[src/rtl/cycle_limit_timer_pkg.sv]
// Shared definitions for the cycle limit timer: state encoding, mode
// constants, wrap counter width and a saturating increment helper.
package cycle_limit_timer_pkg;

  localparam logic [1:0] ST_IDLE  = 2'd0;
  localparam logic [1:0] ST_RUN   = 2'd1;
  localparam logic [1:0] ST_PAUSE = 2'd2;
  localparam logic [1:0] ST_DONE  = 2'd3;

  localparam logic MODE_ONESHOT  = 1'b0;
  localparam logic MODE_PERIODIC = 1'b1;

  localparam int WRAPS_W = 8;

  // Increment that sticks at all-ones instead of rolling over.
  function automatic logic [WRAPS_W-1:0] sat_inc(input logic [WRAPS_W-1:0] v);
    return (v == {WRAPS_W{1'b1}}) ? v : v + 1'b1;
  endfunction

endpackage

[src/rtl/cycle_limit_timer_prescaler.sv]
// Tick generator: one tick every PRESCALE enabled cycles. The phase counter
// advances only while enable is high, so a paused timer keeps its phase.
// PRESCALE=1 degenerates to a wire (tick == enable).
module clt_prescaler #(
  parameter int PRESCALE = 1
) (
  input  logic clk,
  input  logic rst,
  input  logic restart,
  input  logic enable,
  output logic tick
);

  generate
    if (PRESCALE == 1) begin : g_bypass
      logic unused_ok;
      assign unused_ok = &{1'b0, clk, rst, restart};
      assign tick = enable;
    end else begin : g_div
      localparam int PW = $clog2(PRESCALE);
      logic [PW-1:0] pcnt;

      assign tick = enable && (pcnt == PW'(PRESCALE - 1));

      // Phase counter: reset/restart to zero, wrap on each tick.
      always_ff @(posedge clk) begin
        if (rst || restart)
          pcnt <= '0;
        else if (enable)
          pcnt <= tick ? '0 : pcnt + 1'b1;
      end
    end
  endgenerate

endmodule

[src/rtl/cycle_limit_timer.sv]
// Cycle limit timer: counts prescaled ticks from 0 up to a latched limit,
// then either stops (one-shot, sets done) or reloads (periodic, bumps wraps).
// Optional input capture is enabled by defining CYCLE_LIMIT_TIMER_CAPTURE_EN.
module cycle_limit_timer
  import cycle_limit_timer_pkg::*;
#(
  parameter int WIDTH    = 8,
  parameter int PRESCALE = 1
) (
  input  logic               clk,
  input  logic               rst,
  input  logic               start,
  input  logic               hold,
  input  logic               clear,
  input  logic [WIDTH-1:0]   limit,
  input  logic               periodic,
  output logic [WIDTH-1:0]   count,
  output logic               expire,
  output logic               done,
  output logic               busy,
  output logic [WRAPS_W-1:0] wraps
`ifdef CYCLE_LIMIT_TIMER_CAPTURE_EN
  ,
  input  logic               capture,
  output logic [WIDTH-1:0]   cap_count
`endif
);

  logic [1:0]       state, state_nx;
  logic [WIDTH-1:0] lim_q;
  logic             mode_q;
  logic             tick;
  logic             at_lim;

  assign at_lim = (count == lim_q);

  // start and clear both realign the prescaler phase to zero.
  clt_prescaler #(.PRESCALE(PRESCALE)) u_prescaler (
    .clk     (clk),
    .rst     (rst),
    .restart (clear | start),
    .enable  (state == ST_RUN),
    .tick    (tick)
  );

  // Next-state selection; clear beats start beats hold.
  always_comb begin
    state_nx = state;
    if (clear)
      state_nx = ST_IDLE;
    else if (start)
      state_nx = ST_RUN;
    else begin
      case (state)
        ST_RUN: begin
          if (tick && at_lim && (mode_q == MODE_ONESHOT))
            state_nx = ST_DONE;
          else if (hold)
            state_nx = ST_PAUSE;
        end
        ST_PAUSE: if (!hold) state_nx = ST_RUN;
        default:  state_nx = state;
      endcase
    end
  end

  // State register and registered busy flag derived from the next state.
  always_ff @(posedge clk) begin
    if (rst) begin
      state <= ST_IDLE;
      busy  <= 1'b0;
    end else begin
      state <= state_nx;
      busy  <= (state_nx == ST_RUN) || (state_nx == ST_PAUSE);
    end
  end

  // Count, expire pulse, done flag, wrap counter and latched configuration.
  always_ff @(posedge clk) begin
    if (rst) begin
      count  <= '0;
      expire <= 1'b0;
      done   <= 1'b0;
      wraps  <= '0;
      lim_q  <= '0;
      mode_q <= MODE_ONESHOT;
    end else begin
      expire <= 1'b0;
      if (clear) begin
        count <= '0;
        done  <= 1'b0;
        wraps <= '0;
      end else if (start) begin
        count  <= '0;
        done   <= 1'b0;
        wraps  <= '0;
        lim_q  <= limit;
        mode_q <= periodic;
      end else if ((state == ST_RUN) && tick) begin
        if (at_lim) begin
          expire <= 1'b1;
          if (mode_q == MODE_PERIODIC) begin
            count <= '0;
            wraps <= sat_inc(wraps);
          end else begin
            done <= 1'b1;
          end
        end else begin
          count <= count + 1'b1;
        end
      end
    end
  end

`ifdef CYCLE_LIMIT_TIMER_CAPTURE_EN
  // Snapshot of count on capture; zeroed by reset or clear.
  always_ff @(posedge clk) begin
    if (rst || clear)
      cap_count <= '0;
    else if (capture)
      cap_count <= count;
  end
`endif

endmodule

[config.mk]
export PLATFORM = sky130hd
export DESIGN_NAME = cycle_limit_timer
export DESIGN_NICKNAME = d
export VERILOG_FILES = /design/src/rtl/cycle_limit_timer_pkg.sv /design/src/rtl/cycle_limit_timer_prescaler.sv /design/src/rtl/cycle_limit_timer.sv
export SDC_FILE = /design/constraint.sdc
export NUM_CORES = 1
export LEC_CHECK = 0
export BUFFER_PORTS_ARGS = -buffer_cell sky130_fd_sc_hd__buf_2
export CAP_MARGIN = 15
export CORE_UTILIZATION = 55
export CTS_CLUSTER_DIAMETER = 100
export DETAILED_ROUTE_END_ITERATION = 16
export PLACE_DENSITY = 0.9
export SLEW_MARGIN = 0
export SYNTH_ARGS = -nofsm -noshare
export SYNTH_HDL_FRONTEND = slang
export SYNTH_SLANG_ARGS = --single-unit
[constraint.sdc]
create_clock -name clk -period 3.7 [get_ports clk]
set_input_delay 0.185 -clock clk [delete_from_list [all_inputs] [get_ports clk]]
set_output_delay 0.185 -clock clk [all_outputs]
set_load 0.01 [all_outputs]
## After elaboration in Yosys (flattened, before gate mapping)

Index checks and enable logic that the tools add are counted.

- Word-level logic and storage cells: 39
- Register bits after elaboration: 30
- Bits in latches: 0
- Memories: 0
- Memory bits (read-only): 0
- Memory bits (writable): 0

- Multipliers: 0
- Magnitude comparators: 0
- Bitwise logic cells: 4
- Reductions and logical operators: 9
- Divide/modulo/power cells: 0
- Shifts and indexed selects: 0
- $add $sub $neg: 2
- Multiplexer cells: 9
- Equal/unequal tests: 7

Operator list:

| kind | number |
|---|---|
| $add 8x1->8 const B | 2 |
| $mux 8 | 2 |
| $mux 2 | 5 |
| $eq 8x8->1 | 1 |
| $eq 8x8->1 const B | 1 |
| $eq 2x1->1 const B | 2 |
| $eq 2x2->1 const B | 2 |
| $not 1->1 | 4 |
| $pmux 2 s2 | 1 |
| $reduce_and 2->1 | 2 |
| $reduce_and 4->1 | 1 |
| $reduce_or 4->1 | 1 |
| $reduce_and 3->1 | 1 |
| $reduce_or 3->1 | 1 |
| $logic_and 1x1->1 | 2 |
| $ne 2x2->1 const B | 1 |
| $logic_or 1x1->1 | 1 |
| $mux 1 | 1 |

## Longest topological paths before layout

- Depth after elaboration: 9
- Depth in mapped cells: 8
- Mapped depth without buffers: 8

## Cells and area by module

A second synthesis with hierarchy kept.

- Cells, all modules: 186
- Area total of the unflattened synthesis: 1,607.8 um^2

Modules (own cells, without submodules):

| module | area an instance (um^2) | cells each | instances | seq. area each (um^2) |
|---|---|---|---|---|
| cycle_limit_timer | 1,600.3 | 185 | 1 | 600.6 |
| clt_prescaler | 7.5 | 1 | 1 | 0.0 |

## Least setup slack after synthesis

Ideal clock, no wire load.

- Path kind: register to register
- Start: reg count[2]
- End: reg busy
- Data required time: 3.630 ns
- Arrival time: 1.930 ns
- Clock period less this slack: 2.001 ns
- Library setup time: 0.070 ns
- Path slack: 1.699 ns
- Cell stages (with the launch flop): 8
- Cells stage by stage: dfxtp_1 xor2_1 nor4_2 nand4b_1 buf_4 o31a_1 or3b_1 a21oi_1

- Word-level cells in the longest chain between the ends: 9

RTL lines:

| what | line | text |
|---|---|---|
| from (decl) | cycle_limit_timer.sv:17 | `output logic [WIDTH-1:0] count,` |
| from (signal assigned) | cycle_limit_timer.sv:109 | `count <= count + 1'b1;` |
| $eq 8x8->1 (*) | cycle_limit_timer.sv:35 | `assign at_lim = (count == lim_q);` |
| $logic_and 1x1->1 (*) (2 in series) | cycle_limit_timer.sv:56 | `if (tick && at_lim && (mode_q == MODE_ONESHOT))` |
| $mux 2 (*) | cycle_limit_timer.sv:56 |  |
| $pmux 2 s2 (*) | cycle_limit_timer.sv:54 | `case (state)` |
| $mux 2 (*) | cycle_limit_timer.sv:51 | `else if (start)` |
| $mux 2 (*) | cycle_limit_timer.sv:49 | `if (clear)` |
| $eq 2x1->1 / $eq 2x2->1 (equally long branches) | cycle_limit_timer.sv:74 | `busy <= (state_nx == ST_RUN) \|\| (state_nx == ST_PAUSE);` |
| $logic_or 1x1->1 (*) | cycle_limit_timer.sv:74 |  |
| to (signal assigned) | cycle_limit_timer.sv:74 |  |
| to (decl) | cycle_limit_timer.sv:20 | `output logic busy,` |

Mark *: on every way between the ends. The rest lies on a longest branch, timed or not.
A chain may end at the register's enable or synchronous reset.

## Worst setup path after layout

Ends and elaborated chain as after synthesis.

==> summary.txt <==
Timing
  – Fin crit share: ~65%
  – Max Fclk: about 410 MHz
  – Final Skew: 0.008649 ns
  – Worst Max-Slew Pin Slew: around 0.55 ns
  – RSZ-0062 raised after global routing: false
  – Max transition margin: between 60% and 70%
  – Max-slew violations: 0
  – Final Hold Vio Count: 0
  – Setup TNS: 0 ns
  – Min Tclk post-route: between 2 and 2.5 ns
  – Final setup violation count: 0

Placed design
  – Placed instance count: 230
  – Port Buffers: 32
  – Placer congestion estimate: slightly below 0.9
  – Post-DP HPWL: 2.115 mm
  – Placed Area: 1607 um2

Setup path
  – Family with the most delay on the worst path: simple AND/OR/NAND/NOR gates
  – Req. time, crit path: 3.97 ns
  – Worst Path Arrival: ~2.7 ns
  – Crit Path Class: reg -> reg
  – Buf/Inv on CP: 0
  – Setup crit end kind: flop
  – Max incr delay on CP: approximately 0.48 ns
  – Max FO, Critical Path: 11
  – CP Launch Type: flop
  – CP max stage cell: nand4b_1
  – CP Cell Sequence: xor2_1 -> nor4_2 -> nand4b_1 -> o31a_1 -> or3b_1 -> a21oi_1

Layout
  – Core Util, Final: 67.27%
  – # diodes: 0
  – Share of cells above drive strength 1: approximately a fifth
  – Fin cells: between 200 and 250
  – Design Area, Final: 1667 um2
  – Layout area overhead: 15.83%
  – Final nets: ~230
  – Most frequent cells in the layout: buf_2 (32), dfxtp_1 (30), nand2_1 (25)
  – Most common cell after layout, fill and taps aside: buf_2

Detailed routing
  – Vias/cell: between 5 and 6
  – Vias: 1288
  – Post-route ant nets: 0
  – DRT Wirelength: ~2.9 mm
  – Wire per inst: around 12 um
  – Pre-antenna DRT Iters: 4
  – DRC viols: 0
  – Iteration-0 DRC Markers: 27

Clocking
  – CTS tree: built
  – Setup bufs post-CTS: 0
  – Clk buf depth: 2
  – Clk sink count: 30
  – Num CTS Buffers: 5
  – Root Driver: clkbuf_4
  – Resized Gates After CTS: 0
  – Post-CTS Hold Buffers: 0
  – H-tree Lvls: 2
  – CTS clk-pin slew, worst paths: 0.09 ns
  – Worst-Skew Late Latency: ~0.33 ns

Global routing
  – Vias in the first global route: between 1000 and 1500
  – Gr ovfl total: 0
  – Antenna violations before repair: 0
  – Global Route Usage Sum: 23.24%
  – First-pass GRT wire length: between 4 and 5 mm
  – Largest net degree at the start of global routing: 15

Floorplan
  – # rows: 18
  – Die Y: 53.15 um
  – Num ports: 33
  – Initial Utilization: about three fifths
  – Die width: 53.15 um
  – Die Area: between 2000 and 3000 um2
  – Core Footprint: 2477 um2

Synthesis
  – Yosys top cell by area: dfxtp_1
  – Post-Syn Instances: around 180
  – Mapped Avg Cell Area: around 8.2 um2
  – Top cell type's share of synthesized area: roughly two fifths
  – Synth top area cells: dfxtp_1 (42%), xor2_1 (8.5%), nand2_1 (6.5%)
  – Synth unique cells: 34
  – Top FF cell, synth: dfxtp_1
  – Mapped Area: about 1400 um2
  – Yosys warns: 0
  – Seq cells post-synth: 30
  – Number of synthesized flops with an enable pin: 0
  – Syn nets: between 150 and 200
  – Synth async-reset ratio: 0%
  – Sequential area share after synthesis: 41.74%

Power and ir drop
  – Leakage: around 0.73 nW
  – Share of power burned in the clock network: about a third
  – Cell internal pwr: roughly 0.00044 W
  – Switching share of power: between 20% and 30%
  – VDD IR max: 0.0002756 V
  – Gate power share: approximately 8.9%
  – Flop pwr share: between 50 and 60%
  – Power Dens Cells: 350.5 nW/um2
  – Sw power: 0.0001445 W

Run status
  – Outcome: completed

Worst hold path
  – Hold Path Class: in -> reg

Run
  – Max_cap viols: 0
-- metrics by stage --
step | hold slack [ns] | setup slack [ns] | power (W)
global placement | 0.4292 | 1.478 | 0.0003900
floorplan | 0.2541 | 1.699 | 0.0003771
detailed placement | 0.4319 | 1.366 | 0.0003917
global route | 0.08952 | 1.158 | 0.0006078
finish | 0.07891 | 1.287 | 0.0005841
CTS | 0.07518 | 1.349 | 0.0005904
-- registers in the layout (all words and copies together), names as in the netlist --
| signal | cells |
|---|---|
| busy | 1 |
| count | 8 |
| done | 1 |
| expire | 1 |
| lim_q | 8 |
| mode_q | 1 |
| state | 2 |
| wraps | 8 |
-- final timing paths --
check	startpoint	end	slack, ns	cells past startpoint
worst min register to register	done	done	0.47	1
worst max register to register	count[2]	busy	1.29	6
worst min-delay path	limit[4]	lim_q[4]	0.08	3
worst max-delay path	count[2]	busy	1.29	6
-- area by class of cell --
class / count / area, um2
fill: 209 / 810.8
multi-input combinational: 133 / 789.5
sequential: 30 / 600.6
timing repair buffer: 32 / 160.2
clock buffer: 7 / 55.05
tap: 30 / 37.54
inverter: 5 / 18.77
clock inverter: 1 / 5.005
-- cell usage after synthesis, types with 2 or more instances --
library cell,instances
dfxtp_1,30
nand2_1,25
nor2_1,23
xor2_1,14
a21oi_1,12
nand3_1,10
nor3_1,7
and3_1,6
xnor2_1,6
clkbuf_1,5
inv_1,5
ha_1,4
nand2b_1,3
nand4_1,2
nor2b_1,2
nor3b_1,2
o21a_1,2
-- cell families after synthesis --
group                    after synthesis  synth area share [%]
AND/OR/NAND/NOR                       87                 29.30
buffers and inverters                 12                 3.392
AO/OA/AOI/OAI                         21                 9.218
XOR/XNOR                              20                 12.17
multiplexers                           1                0.6957
flip-flops                            30                 41.74
adder cells (fa/ha/maj)                4                 3.478
-- worst register-to-register path, cell delays in order, from the launching register on --
cell	delay (ns)
dfxtp_1	0.46
xor2_1	0.12
nor4_2	0.36
nand4b_1	0.48
o31a_1	0.44
or3b_1	0.36
a21oi_1	0.14
-- power groups by stage --
stage               Combinational [W]  Sequential (W)  Clock (W)
floorplan                   0.0000374        0.000340          0
global placement            0.0000499        0.000340          0
detailed placement          0.0000515        0.000340          0
CTS                         0.0000518        0.000333   0.000206
global route                0.0000578        0.000333   0.000217
finish                      0.0000522        0.000332   0.000199
-- metal layers --
metal  global-route usage, %  wire, um
met1                   27.92      1309
met2                   36.08      1316
met3                   6.897       157
met4                   14.04        74
met5                       0         0
Power figures use the tool's default switching activity.
